==> config.mk <==
export PLATFORM = sky130hd
export DESIGN_NAME = ofm_pool_requant
export DESIGN_NICKNAME = d
export VERILOG_FILES = /design/src/rtl/ofm_pool_requant.sv
export SDC_FILE = /design/constraint.sdc
export NUM_CORES = 1
export LEC_CHECK = 0
export CAP_MARGIN = 20
export CORE_ASPECT_RATIO = 1.25
export CORE_UTILIZATION = 55
export DETAILED_ROUTE_END_ITERATION = 16
export PLACE_DENSITY = 0.75
export SETUP_SLACK_MARGIN = 0.2
export SLEW_MARGIN = 20
export SYNTH_ARGS = -nofsm -noshare
export SYNTH_HDL_FRONTEND = slang
export SYNTH_SLANG_ARGS = --single-unit
export TNS_END_PERCENT = 10
==> constraint.sdc <==
create_clock -name clk -period 6.1 [get_ports clk]
set_clock_uncertainty 0.15 [all_clocks]
set_input_delay 0.915 -clock clk [delete_from_list [all_inputs] [get_ports clk]]
set_output_delay 0.915 -clock clk [all_outputs]
set_load 0.005 [all_outputs]
==> src/rtl/ofm_pool_requant.sv <==
// 2x2 stride-2 max pooling over a row-major MAP_W x MAP_W feature map stream,
// followed by logical right shift and unsigned saturation to OUT_WIDTH bits.
module ofm_pool_requant #(
  parameter int IN_WIDTH  = 36,
  parameter int OUT_WIDTH = 16,
  parameter int SHIFT     = 8,
  parameter int MAP_W     = 6
) (
  input  logic                 clk,
  input  logic                 rst,
  input  logic                 in_valid,
  input  logic [IN_WIDTH-1:0]  In_OFM,
  output logic                 out_valid,
  output logic [OUT_WIDTH-1:0] Out_Pool,
  output logic                 frame_done
);

  localparam int CW = $clog2(MAP_W);
  localparam int PW = $clog2(MAP_W / 2);
  localparam int NP = MAP_W / 2;

  function automatic logic [IN_WIDTH-1:0] max2(input logic [IN_WIDTH-1:0] a,
                                                input logic [IN_WIDTH-1:0] b);
    return (a > b) ? a : b;
  endfunction

  function automatic logic [OUT_WIDTH-1:0] requant(input logic [IN_WIDTH-1:0] m);
    logic [IN_WIDTH-1:0] s;
    s = m >> SHIFT;
    if (|s[IN_WIDTH-1:OUT_WIDTH]) return '1;
    return s[OUT_WIDTH-1:0];
  endfunction

  logic [CW-1:0]        col_q, col_d, row_q, row_d;
  logic [IN_WIDTH-1:0]  pair_q, pair_d;
  logic [IN_WIDTH-1:0]  rowbuf_q [NP];
  logic [IN_WIDTH-1:0]  rowbuf_d [NP];
  logic                 vld_q, vld_d, done_q, done_d;
  logic [OUT_WIDTH-1:0] pool_q, pool_d;
  logic [PW-1:0]        idx;
  logic                 last_col;

  assign idx      = PW'(col_q >> 1);
  assign last_col = (col_q == CW'(MAP_W - 1));

  always_comb begin
    col_d    = col_q;
    row_d    = row_q;
    pair_d   = pair_q;
    rowbuf_d = rowbuf_q;
    vld_d    = 1'b0;
    pool_d   = '0;
    done_d   = 1'b0;
    if (in_valid) begin
      col_d = last_col ? '0 : col_q + CW'(1);
      if (last_col) row_d = (row_q == CW'(MAP_W - 1)) ? '0 : row_q + CW'(1);
      if (!col_q[0]) begin
        pair_d = In_OFM;
      end else if (!row_q[0]) begin
        rowbuf_d[idx] = max2(pair_q, In_OFM);
      end else begin
        // Bottom-right corner of a window: pooled result leaves next cycle.
        vld_d  = 1'b1;
        pool_d = requant(max2(rowbuf_q[idx], max2(pair_q, In_OFM)));
        done_d = last_col && (row_q == CW'(MAP_W - 1));
      end
    end
  end

  always_ff @(posedge clk or posedge rst) begin
    if (rst) begin
      col_q  <= '0;
      row_q  <= '0;
      pair_q <= '0;
      for (int i = 0; i < NP; i++) rowbuf_q[i] <= '0;
      vld_q  <= 1'b0;
      pool_q <= '0;
      done_q <= 1'b0;
    end else begin
      col_q    <= col_d;
      row_q    <= row_d;
      pair_q   <= pair_d;
      rowbuf_q <= rowbuf_d;
      vld_q    <= vld_d;
      pool_q   <= pool_d;
      done_q   <= done_d;
    end
  end

  assign out_valid  = vld_q;
  assign Out_Pool   = pool_q;
  assign frame_done = done_q;

endmodule

[Yosys cells after proc, flatten, opt, wreduce, memory -nomap -nowiden]
Index checks and enable logic that the tools add are counted.
Cells by class
  $add $sub $neg: 2
  order comparisons: 4
  equality and inequality tests: 2
  muxes and demuxes: 25
  bitwise operators: 3
  reductions and logical operators: 6
Operators by type and width (count)
  two-way mux 36 bit: 5
  bitwise mux 108 bit: 1
  two-way mux 16 bit: 5
  binary-select mux 36 bit (select 2 bit): 1
  demux 36 bit (select 2 bit): 1
  greater-than comparator 36 bit: 2
  OR reduction 12 bit: 1
  two-way mux 1 bit: 10
  adder 3 x 1 -> 3 bit (second input constant): 2
  equality test 3 bit (second input constant): 2
  two-way mux 3 bit: 2
  AND reduction 2 bit: 2
  greater-or-equal comparator 3 bit (second input constant): 1
  < comparator 3 x 1 -> 1 bit (second input constant): 1
  inverter 2 -> 3 bit: 1
  AND reduction 3 bit: 1
  logical AND 1 bit: 2
  inverter 1 bit: 2
Word-level totals
  register bits after elaboration: 168
  bits of input ports: 39
  output and inout bits: 18
  logic and storage cells: 51

[Logic depth before layout (Yosys ltp)]
Gate-level depths: netlist of run 1.
  depth in word-level cells: 15
  mapped depth: 20
  depth with buffers taken out: 17

[Worst setup path before layout of run 1]
No wires, ideal clock.
  kind: input to register
  start: in In_OFM[35]
  end: reg pool_q[10] (netlist: Out_Pool[10])
  library setup time: 77 ps
  data arrival time: 5014 ps
  data required time: 5873 ps
  path slack: 858 ps
  stages: 19
  path buffers: 3
  path through: inv_1 ha_1 nand4_2 or4_4 a2111o_1 nand3_2 o21ai_1 buf_6 buf_6 mux2i_4 ha_1 a21o_1 a21o_1 a221oi_1 o2111ai_1 a21oi_1 clkbuf_1 o31ai_1 a21oi_1
Between the ends
  longest elaborated chain between the ends: 13
Ends and longest elaborated chain
  start, declared: line 12  | input logic [IN_WIDTH-1:0] In_OFM,
  greater-than comparator 36 bit: line 24  | return (a > b) ? a : b;
  two-way mux 36 bit (*): line 24
  greater-than comparator 36 bit: line 24
  two-way mux 36 bit (*): line 24
  OR reduction 12 bit: line 30  | if (|s[IN_WIDTH-1:OUT_WIDTH]) return '1;
  two-way mux 1 bit: line 30
  two-way mux 1 bit: line 59  | end else if (!row_q[0]) begin
  two-way mux 1 bit: line 57  | if (!col_q[0]) begin
  two-way mux 1 bit: line 54  | if (in_valid) begin
  two-way mux 16 bit (*): line 31  | return s[OUT_WIDTH-1:0];
  two-way mux 16 bit (*): line 59
  two-way mux 16 bit (*): line 57
  two-way mux 16 bit (*): line 54
  via pool_d[10]: line 39  | logic [OUT_WIDTH-1:0] pool_q, pool_d;
  end signal, assigned: line 85  | pool_q <= pool_d;
  end, declared: line 39
Mark *: on every way through the listed nets, which the timed path passes. The rest lies on a longest branch. The select of a mux whose other input is x is not followed.
A chain may end at the register's enable or synchronous reset.

[Worst setup path in the final report of run 1]
  start: in In_OFM[15]
  end: reg pool_q[7] (netlist: Out_Pool[7])
Same word-level chain as after synthesis.

==> results.txt, run 1 <==
The flow ran to the end, and the final reports show no timing, DRC or antenna violations. The share of the synthesized netlist area taken by xor and xnor gates came out at 0.1866%. The clock latency at the later pin of the worst-skew pair is 0.43 ns.

IR analysis of the VDD net gives a maximum drop of 0.0003169 V. The area share of the largest cell type after synthesis is 44.78%. The mux cell area share after synthesis is 16.22%. The total area of multi-input combinational cells is 0.004850 mm².

The netlist area before placement came out at 0.009388 mm². The area fraction in compound gates after synthesis came out at 14.70%. The critical path required time came out at 6.29 ns. The leakage power figure is 4.827 nW. The origin of the critical flop-to-flop path is pair_q[35]. The area of the core is 0.01678 mm². For this design the top-level I/O count stands at 57. The minimum period implied by the final worst setup slack is 5.455 ns.

The destination of the worst register-to-register timing path is Out_Pool[7]. The worst hold path begins at row_q[1]. The leading area contributor after synthesis is sky130_fd_sc_hd__dfrtp_1.

The routability-driven placement congestion ratio came out at 0.8221. The register area came out at 0.004207 mm². The number of antenna violations at the first check in global routing is 0. For this configuration, the core starts out at a cell density of 55.95%. The number of enable flip-flop cells after synthesis is 0. The count of final hold-check violations came out at 0. The maximum number of pins on one net before global-route repair came out at 80. The final wirelength came out at 22220 µm.

The adder-cell share of the synthesized area is 9.596%. The number of antenna diodes in the final layout is 0. The first detailed-routing pass took 5 iterations. The delay of the slowest critical-path stage is 0.58 ns. After synthesis, the largest family of logic cells by area is multiplexers. The chip width is 118.9 µm. For this run, design rule violations remaining after detail routing come to 0. The worst setup path is of the in2reg kind.

The via density per instance came out at 5.842. The final number of max-transition violations came out at 0. For this design, the slowest cell found on the critical path is sky130_fd_sc_hd__clkdlybuf4s50_1. The routed layout has 7040 vias. The achievable clock frequency is 0.1833 GHz. The depth of the worst hold-timing path came out at 1. The clock drives 168 sinks.

The maximum fanout along the worst path came out at 16. The placed instance count is 1171. The mean routed wirelength per cell is 18.44 µm. The root buffer cell chosen for the clock tree is sky130_fd_sc_hd__clkbuf_16. Sequential elements use 44.78% of the synthesized area. When the netlist entered floorplanning its net count stood at 1009. The clock buffer count from CTS came out at 17. TritonCTS built the clock tree.

The final layout contains 1086 nets. The mean cell area of the mapped netlist is 10.45 µm². The via count of the first global-routing pass is 7075. The post-synthesis simple-gate area fraction is 10.49%.

The remaining antenna violation count is 0. The wire length of the first global-routing pass came out at 36040 µm. The async set-or-reset flop fraction in the synthesized netlist came out at 100.0%. The path class of the lowest-slack min-delay path is reg2reg. Dividing total power by cell area gives a power density of 591.1 mW/mm². The deepest clock path buffer count came out at 2.

The most common cell in the synthesized netlist is sky130_fd_sc_hd__dfrtp_1. The number of instances in the synthesized netlist came out at 898. Of the cells placed in the final design, the portion with a size suffix greater than 1 is 16.35%. The finished layout holds 1205 standard cells, fillers aside. The number of DRC violations after detailed-routing iteration 0 came out at 402. The count of yosys warnings during synthesis is 0. The growth of design area from synthesis to finish is 17.89%. Walking the worst path, the cells encountered are clkdlybuf4s50_1, inv_1, ha_1, nand4_1, nor3_1, nand2_1, a31oi_1, o21ai_4, buf_4, buf_4, mux2i_4, ha_1, and4_1, a221oi_1, o2111ai_1, a21oi_1, buf_12, o31ai_1, a21oi_1. Max-cap violations in this run came to 0. The synthesized netlist contains 45 unique library cells. The post-route clock period utilization came out at 89.43%.

The actual slew at the worst max-slew pin came out at 0.8747 ns. Data arrives at the worst endpoint at 5.65 ns. The number of core rows came out at 53. The die is 148.1 µm tall. Sorting the synthesized cells by area gives the leading types as sky130_fd_sc_hd__dfrtp_1 (45%), sky130_fd_sc_hd__ha_1 (9.6%), sky130_fd_sc_hd__a21oi_1 (8.2%).

The number of I/O port buffers is 56. STA classifies the critical path endpoint as a flip-flop. CTS built an H-tree with a depth of 4. The area of the die is 0.01760 mm². By count the netlist is led by sky130_fd_sc_hd__dfrtp_1 (168), sky130_fd_sc_hd__a21oi_1 (153), sky130_fd_sc_hd__nor2_1 (115). Clock-pin slew was measured on the worst setup and hold paths at 0.06 ns.

At the placement stage, the worst setup path has a slack of -0.1867 ns. The post-route worst setup slack is 0.6447 ns. Detailed placement ended at an HPWL of 14860 µm. The worst register-to-register path has a depth of 17.

Among all flip-flop cells after synthesis, the most frequent one is sky130_fd_sc_hd__dfrtp_1. Counting flops and latches in the post-synthesis netlist gives 168. Across every metal layer, demand over resource in global routing totals 26.51%. Summed over all layers, the global routing overflow is 0. Setup repair after global routing left no endpoint under its margin. The final-layout fill cell count came out at 1316. The end of the worst hold path is frame_done. STA classifies the critical path startpoint as an input port. The tightest slew margin relative to the limit came out at 41.42%. The final number of setup-violating endpoints is 0. The slack of the worst reg-to-reg path is 1.22 ns. The worst setup path startpoint is In_OFM[15].
==> placed cells by master (no fill, tap or decap), types with 10 or more instances in the layout <==
cell type	Yosys	routed
sky130_fd_sc_hd__buf_4	0	44
sky130_fd_sc_hd__inv_1	39	38
sky130_fd_sc_hd__mux2i_1	43	43
sky130_fd_sc_hd__nor2_1	115	115
sky130_fd_sc_hd__mux2i_4	30	30
sky130_fd_sc_hd__mux2_2	37	37
sky130_fd_sc_hd__nor4_1	11	10
sky130_fd_sc_hd__o2bb2ai_1	12	12
sky130_fd_sc_hd__o21ai_0	33	33
sky130_fd_sc_hd__a21o_1	12	12
sky130_fd_sc_hd__clkbuf_16	0	17
sky130_fd_sc_hd__a21oi_1	153	153
sky130_fd_sc_hd__dfrtp_1	168	166
sky130_fd_sc_hd__nand4_1	13	13
sky130_fd_sc_hd__ha_1	72	72
sky130_fd_sc_hd__o31ai_1	16	16
sky130_fd_sc_hd__clkdlybuf4s50_1	0	56
sky130_fd_sc_hd__nand2_1	43	43
==> worst max-delay path by stage <==
stage                  end  slack (ns)  cells past startpoint
2_1_floorplan  Out_Pool[0]        0.49                      1
3_3_place_gp   Out_Pool[4]       -0.12                     19
3_5_place_dp   Out_Pool[7]       -0.19                     19
4_1_cts        Out_Pool[7]        0.23                     19
5_1_grt        Out_Pool[9]        0.32                     20
6_report       Out_Pool[7]        0.64                     19
==> cell families after synthesis <==
group / count (synthesis)
AOI/OAI and AO/OA: 242
and+or+nand+nor: 216
DFF: 168
muxes: 110
buffers and inverters: 88
adders and majority gates: 72
xor gates and xnor gates: 2
==> per-stage QoR <==
stage                     hold slack (ns)  TNS, ns  cell area, µm²  utilization [%]  total power [mW]
final                              0.3100        0           11070            65.96             6.542
after floorplan                    0.2871        0            9388                -             4.388
after global routing               0.3263        0           11070            65.96             7.006
after global placement             0.2996   -1.833           10440            62.23             5.287
after CTS                          0.3119        0           11000            65.58             6.502
after detailed placement           0.3035   -2.661           10440            62.23             5.413
==> area by class of cell <==
class	instances	share of cell area [%]
timing repair buffer	106	9.203
sequential	168	38.01
clock inverter	7	0.8819
tap	220	2.487
inverter	40	1.402
clock buffer	22	4.194
multi-input combinational	642	43.82
==> critical path, delay by kind of cell <==
kind                       cells  cell delay [ns]
buffers and inverters          5             1.22
adders and majority gates      2             0.61
muxes                          1             0.25
and+or+nand+nor                4             0.88
AOI/OAI and AO/OA              7             1.76
==> where the power goes <==
part / internal [mW] / switching (mW)
sequential: 1.65 / 0.390
clock: 0.618 / 0.435
combinational: 1.60 / 1.84
total: 3.87 / 2.67
==> routing by layer <==
layer  track usage, %  up-vias  routed length, µm
li1                 -     3370                  -
met1            34.01     3477               9692
met2            44.42      156              11190
met3            4.985       37                863
met4            10.57        0                479
met5                0        -                  0
==> sequential cells by signal, indices dropped and copies added (netlist names) <==
| name | flops |
|---|---|
| frame_done | 1 |
| row_q | 3 |
| pair_q | 36 |
| rowbuf_q | 108 |
| col_q | 3 |
| Out_Pool | 16 |
| out_valid | 1 |
==> timing repair <==
| action | 4_1_cts | 5_1_grt |
|---|---|---|
| hold buffers | 0 | 0 |
| buffers inserted | 0 | 4 |
| setup endpoints to repair | 0 | 16 |
| gates resized for setup | 0 | 1 |
| endpoints found under the hold margin | 0 | 0 |
Power figures use the tool's default switching activity.
==> inputs of run 2 (changes only) <==
--- a/config.mk
+++ b/config.mk
@@ -9,6 +9,7 @@
 export CORE_ASPECT_RATIO = 1.25
 export CORE_UTILIZATION = 55
 export DETAILED_ROUTE_END_ITERATION = 16
+export GPL_TIMING_DRIVEN = 0
 export PLACE_DENSITY = 0.75
 export SETUP_SLACK_MARGIN = 0.2
 export SLEW_MARGIN = 20
==> run 2 against run 1 <==
Die area is the same. Clock power is essentially flat. Critical path depth grew 2. Clock-buffer cell count shrank 3. Combinational power shrank 3%. Sequential power is essentially flat. Design area shrank 0.37%. Sequential share of layout area grew 0.12 points. Wire length grew 1.5%. Critical endpoint is now Out_Pool[6].
==> results.txt, run 2 (synthesis gave the netlist of run 1 again) <==
The final number of setup-violating endpoints came out at 0 (unchanged). The starting density of the core is 55.95% (unchanged). Setup repair after global routing left no endpoint under its margin. The critical path required time is 6.25 ns (-0.04 ns). The data arrival time at the worst-slack endpoint is 5.86 ns (+0.21 ns).

The maximum fanout along the worst path came out at 10 (-6). The count of final hold-check violations came to 0 (unchanged). The final wirelength came out at 22550 µm (+1.5%). The path class of the lowest-slack min-delay path is reg2reg. The post-placement cell area is 0.01030 mm² (-1.4%). The level count of the clock H-tree is 4 (unchanged). The slack of the worst reg-to-reg path is 0.98 ns (-0.24 ns). The cell with the biggest individual delay on the critical path is sky130_fd_sc_hd__clkdlybuf4s50_1. The post-route worst setup slack is 0.3937 ns (-0.2510 ns). The remaining antenna violation count is 0 (unchanged). The number of core rows is 53 (unchanged). The deepest clock path buffer count came to 2 (unchanged). The global-route total usage across every layer is 27.11% (+0.60 points).

The number of hold buffers added after CTS came to 0 (unchanged). The worst setup path is of the in2reg kind. TritonCTS built the clock tree. The achievable clock frequency is 0.1752 GHz (-4.4%).

The share of total power in the clock network was 16.3% (+0.2 points). The layout cell share with drive strength beyond 1 came out at 14.24% (-2.1 points). The final cell count without fillers is 1217 (+1.0%). The final sum of negative setup slack came to 0 ns (unchanged). The area of the die is 0.01760 mm² (unchanged). The via count of the first global-routing pass came to 7282 (+2.9%). The via density per instance was 5.895 (+0.90%). The placed instance count came to 1177 (+0.51%). The routability-driven placement congestion ratio was 0.8515 (+3.6%). The relative contribution of combinational cells to total power came out at 52.1% (-0.6 points).

The actual slew at the worst max-slew pin was 0.9809 ns (+0.1062 ns). The total number of clock tree sinks was 168 (unchanged). The final routed DRC violation total is 0 (unchanged). The register with the most flip-flops is rowbuf_q.

The mean routed wirelength per cell came out at 18.53 µm (+0.47%). The switching power as a share of total power was 42.01% (+1.2 points). The length of the first detailed-routing pass in iterations came out at 5 (unchanged). The sum of net half-perimeters after detailed placement came out at 16210 µm (+9.1%). The final number of max-transition violations came out at 0 (unchanged).

The cell at the root of the clock tree is sky130_fd_sc_hd__clkbuf_16. The number of DRC violations after detailed-routing iteration 0 came to 569 (+42%). The routed via count is 7174 (+1.9%). The clock latency at the later pin of the worst-skew pair is 0.44 ns (about the same). In this run the critical register-to-register path is launched from pair_q[27]. The delay of the slowest critical-path stage is 0.56 ns (-0.02 ns).

The buffering stage count on the worst path with inverters included is 7 (+2). The worst register-to-register path ends at Out_Pool[6]. The path depth of the worst reg2reg path is 19 (+2). The cell depth of the worst setup path came out at 21 (+2).

The kind of launch point of the worst setup path is an input port. The number of I/O port buffers came out at 56 (unchanged). The final standard cell area without fillers is 0.01103 mm² (-0.37%). The number of antenna repair diodes came out at 0 (unchanged). The number of placed I/O pins came out at 57 (unchanged). The total global routing overflow came out at 0 (unchanged). The run finished with clean final reports. The worst setup slack after placement came out at -0.8259 ns (-0.6391 ns).

The final-layout fill cell count came to 1311 (-0.38%). The power share of the sequential group came out at 31.5% (+0.3 points). The leading cell type in the layout, fill and taps excluded is sky130_fd_sc_hd__dfrtp_1. The critical path endpoint category is a flip-flop. The leakage power figure is 4.856 nW (+0.61%). The minimum period implied by the final worst setup slack is 5.706 ns (+0.2510 ns). The number of antenna violations at the first check in global routing is 0 (unchanged). The clock buffer count from CTS is 17 (unchanged). The total power per unit cell area came out at 583.1 mW/mm² (-1.3%). The tightest slew margin relative to the limit is 34.61% (-6.8 points). The peak supply drop came out at 0.0002656 V (-16%). The switching power total came out at 2.701 mW (+1.2%). The post-route clock period utilization was 93.55% (+4.1 points). The maximum number of pins on one net before global-route repair is 59 (-26%). The top cell types in the final layout, fill and taps aside, are sky130_fd_sc_hd__dfrtp_1 (168), sky130_fd_sc_hd__a21oi_1 (152), sky130_fd_sc_hd__nor2_1 (115). The post-CTS clock slew at the launch and capture registers of the worst setup and hold paths came out at 0.06 ns (about the same). The die height is 148.1 µm (unchanged). The signal on the critical path passes through clkdlybuf4s50_1, inv_1, ha_1, nand4_1, buf_4, nor4_2, nand4_1, o21ai_1, buf_6, buf_8, mux2i_4, ha_1, a21oi_1, o21ai_0, a221oi_2, o2111ai_2, a21o_1, a22oi_2, buf_4, buf_6, a21oi_1. The area of the core came out at 0.01678 mm² (unchanged).

Following the worst setup path forward leads to its endpoint at Out_Pool[6]. The post-layout utilization of the core came out at 65.72% (-0.25 points). The internal power of the cells came out at 3.729 mW (-3.7%).

The growth of design area from synthesis to finish is 17.45%. The worst setup path startpoint is In_OFM[22]. The wire length of the first global-routing pass is 36840 µm (+2.2%). The number of max-cap violations came out at 0 (unchanged). The flip-flop count of the largest register after layout is 108 (unchanged). The family of cells with the greatest summed delay on the critical path is buffers and inverters.

The final-stage net count came out at 1095 (+0.83%). The chip width came out at 118.9 µm (unchanged).
[run 2: changes by cell type in the layout (fill, tap and decap cells not counted), sizes merged]
cell	previous run	this run
buf	50	21
bufinv	2	1
clkbuf	22	57
clkdlybuf4s50	56	45
clkinv	4	6
clkinvlp	2	3
dlymetal6s2s	0	11
inv	39	43
[run 2: worst min-delay path by stage]
stage | start | end | slack [ns] | cells past startpoint
finish | row_q[1] | frame_done | 0.32 | 1
CTS | row_q[1] | frame_done | 0.32 | 1
global route | row_q[1] | frame_done | 0.34 | 1
global placement | row_q[1] | frame_done | 0.30 | 1
floorplan | row_q[1] | frame_done | 0.29 | 1
detailed placement | row_q[1] | frame_done | 0.32 | 1
[run 2: layer usage]
layer  part of all wire [%]  track usage, %
met5                      0               0
met1                     42           34.38
met3                    5.2           5.138
met4                    3.5           11.65
met2                     49           45.47
[run 2: power groups by stage]
stage | Combinational (mW) | Sequential [mW] | Clock, mW
after floorplan | 2.43 | 1.95 | 0
after global placement | 3.10 | 2.01 | 0
after detailed placement | 3.20 | 2.04 | 0
after CTS | 3.29 | 2.02 | 1.06
after global routing | 3.70 | 2.09 | 1.10
final | 3.35 | 2.03 | 1.05
[run 2: repair_timing]
action	CTS	global route
gates resized for setup	8	19
buffers inserted	2	5
pin swaps	2	7
setup endpoints to repair	16	16
[run 2: area by class of cell]
type	instances	area, µm²	area share [%]
multi-input combinational	642	4873	44.20
timing repair buffer	67	705.7	6.400
sequential	168	4204	38.13
tap	220	275.3	2.497
inverter	40	157.7	1.430
clock buffer	19	452.9	4.108
buffer	48	236.5	2.145
clock inverter	13	120.1	1.089
[run 2: metrics by stage]
step / power [mW] / hold slack [ns]
5_1_grt: 6.899 / 0.3440
2_1_floorplan: 4.388 / 0.2871
4_1_cts: 6.371 / 0.3240
3_5_place_dp: 5.233 / 0.3154
3_3_place_gp: 5.111 / 0.3007
6_report: 6.430 / 0.3212
==> inputs of run 3 (changes only) <==
==> constraint.sdc (replaced) <==
create_clock -name clk -period 6.69 [get_ports clk]
set_clock_uncertainty 0.15 [all_clocks]
set_input_delay 1.0035 -clock clk [delete_from_list [all_inputs] [get_ports clk]]
set_output_delay 1.0035 -clock clk [all_outputs]
set_load 0.005 [all_outputs]
==> run 3 against run 2 <==
Flip-flop and latch count stayed put. Cell count shrank 0.33%. Total power decreased by 9.3%. Register-to-register slack improved by 0.21 ns. First-iteration DRC count fell by 14%. Design area is 0.97% lower. Sequential share of layout area increased by 0.37 points. Non-clock buffer count is 4 lower. Setup slack gained 0.034 ns. Largest power group unchanged.
==> results.txt, run 3 (synthesis gave the netlist of run 1 again) <==
The path class of the lowest-slack min-delay path is reg2reg. The mean routed wirelength per cell was 18.42 µm (-0.58%). The number of DRC violations after detailed-routing iteration 0 came out at 487 (-14%).

The number of placed I/O pins is 57 (unchanged). The post-route worst setup slack came to 0.4272 ns (+0.03352 ns). The clock latency at the later pin of the worst-skew pair was 0.44 ns (about the same). The final routed DRC violation total is 0 (unchanged). The final-stage net count is 1091 (-0.37%).

The number of antenna repair diodes came out at 0 (unchanged). Traced cell by cell, the critical path runs through clkdlybuf4s50_1, inv_1, ha_1, nand4_1, nor4_1, nand4_1, o21ai_1, buf_6, buf_6, mux2i_4, ha_1, a21oi_1, o21ai_0, a221oi_1, o2111ai_1, a21oi_2, clkbuf_2, o31ai_1, a21oi_1. The global-route total usage across every layer came out at 27.09% (about the same). The number of core rows is 53 (unchanged). The chip width came out at 118.9 µm (unchanged). The remaining antenna violation count came out at 0 (unchanged). The total power per unit cell area came out at 534.0 mW/mm² (-8.4%). The total area of multi-input combinational cells is 0.004831 mm² (-0.87%).

The kind of launch point of the worst setup path is an input port. The sum of net half-perimeters after detailed placement came out at 16210 µm (unchanged). The peak supply drop is 0.0002407 V (-9.4%).

The area of the core is 0.01678 mm² (unchanged). The maximum fanout along the worst path came out at 10 (unchanged). The maximum number of pins on one net before global-route repair is 59 (unchanged). Counting flops per register, the top entry is rowbuf_q.

The leakage power figure came out at 4.728 nW (-2.6%). The length of the first detailed-routing pass in iterations came out at 5 (unchanged). The worst setup slack after placement was -0.3244 ns (+0.5015 ns). The layout cell share with drive strength beyond 1 came out at 13.09% (-1.2 points). Clock tree synthesis selected as its root buffer the cell sky130_fd_sc_hd__clkbuf_16. The final number of setup-violating endpoints came out at 0 (unchanged). The library cell used most frequently in the layout, excluding fill and tap cells, is sky130_fd_sc_hd__dfrtp_1. The worst hold slack across all endpoints is 0.3205 ns (-0.0007110 ns). The number of max-cap violations was 0 (unchanged). TritonCTS built the clock tree.

The routability-driven placement congestion ratio came to 0.8515 (unchanged). The growth of design area from synthesis to finish came out at 16.31%. The starting density of the core was 55.95% (unchanged).

The delay of the slowest critical-path stage is 0.65 ns (+0.09 ns). The total number of clock tree sinks came out at 168 (unchanged). The via density per instance came out at 5.871 (-0.41%). The deepest clock path buffer count is 2 (unchanged). The total global routing overflow is 0 (unchanged).

The area of the die came out at 0.01760 mm² (unchanged). The count of final hold-check violations is 0 (unchanged). The final wirelength came out at 22340 µm (-0.90%). Static timing analysis puts the maximum clock frequency at 0.1597 GHz. Setup repair after global routing left no endpoint under its margin. Broken down by cell family, the worst path's largest delay share belongs to compound AO/OA/AOI/OAI gates. The worst setup path is of the in2reg kind.

The number of antenna violations at the first check in global routing is 0 (unchanged). The final cell count without fillers came to 1213 (-0.33%). The register area was 0.004204 mm² (unchanged).

The number of I/O port buffers is 56 (unchanged). The total chip power is 5.831 mW (-9.3%). The wire length of the first global-routing pass came to 36800 µm (about the same).

The smallest clock period supported by the final layout is computed as 6.263 ns. The level count of the clock H-tree came out at 4 (unchanged). The library cells used most frequently in the layout, excluding fill and tap cells, are sky130_fd_sc_hd__dfrtp_1 (168), sky130_fd_sc_hd__a21oi_1 (152), sky130_fd_sc_hd__nor2_1 (115). The routed via count is 7121 (-0.74%).

The die height came to 148.1 µm (unchanged). The actual slew at the worst max-slew pin is 0.9760 ns (-0.004851 ns). The final number of max-transition violations came to 0 (unchanged). The tightest slew margin relative to the limit came out at 34.93% (+0.32 points). The flow ran to the end, and the final reports show no timing, DRC or antenna violations. The final-layout fill cell count came out at 1332 (+1.6%). The largest individual stage delay along the critical path comes from the cell sky130_fd_sc_hd__nor4_1. The critical path required time was 6.88 ns (+0.63 ns). The post-CTS clock slew at the launch and capture registers of the worst setup and hold paths is 0.06 ns (about the same). The post-route clock period utilization came out at 93.61%. The buffering stage count on the worst path with inverters included came out at 5 (-2). The clock buffer count from CTS came out at 17 (unchanged). The placed instance count came out at 1177 (unchanged). The via count of the first global-routing pass is 7251 (-0.43%).

The flip-flop count of the largest register after layout is 108 (unchanged). The data arrival time at the worst-slack endpoint was 6.45 ns (+0.59 ns). The critical path endpoint category is a flip-flop.
## run 3: report_power, final
group | internal [mW] | switching (mW)
Sequential | 1.50 | 0.341
Clock | 0.535 | 0.422
Combinational | 1.36 | 1.67
## run 3: layout make-up
type / count / share of cell area (%)
buffer: 48 / 2.108
inverter: 40 / 1.444
multi-input combinational: 642 / 44.24
tap: 220 / 2.521
sequential: 168 / 38.50
clock inverter: 13 / 1.100
timing repair buffer: 63 / 5.936
clock buffer: 19 / 4.148
## run 3: path summary, 6_finish.rpt
path,cells after the start,from,end,slack (ns)
max in group asynchronous,4,rst,rowbuf_q[8],4.63
min in group asynchronous,2,rst,Out_Pool[13],0.84
worst max register to register,17,pair_q[35],Out_Pool[5],1.19
worst min-delay path,1,row_q[1],frame_done,0.32
worst max-delay path,19,In_OFM[31],Out_Pool[5],0.43
worst min register to register,1,row_q[1],frame_done,0.32
## run 3: per-stage QoR
stage	cell area (µm²)	TNS [ns]	util (%)
2_1_floorplan	9388	0	-
3_3_place_gp	10220	-215.59	60.94
3_5_place_dp	10300	-2.705	61.38
4_1_cts	10880	0	64.85
5_1_grt	10920	0	65.08
6_report	10920	0	65.08
## run 3: metal layers
metal | vias up | GRT usage, % | share of wire, %
met2 | 193 | 45.29 | 49
met3 | 40 | 5.138 | 4.8
li1 | 3370 | - | -
met1 | 3518 | 34.48 | 42
met4 | 0 | 11.58 | 3.4
met5 | - | 0 | 0
## run 3: what timing repair did
item,CTS,global route
pin swaps,0,0
hold buffers,0,0
gates resized for setup,2,5
endpoints found under the setup margin,6,10
buffers inserted,0,3
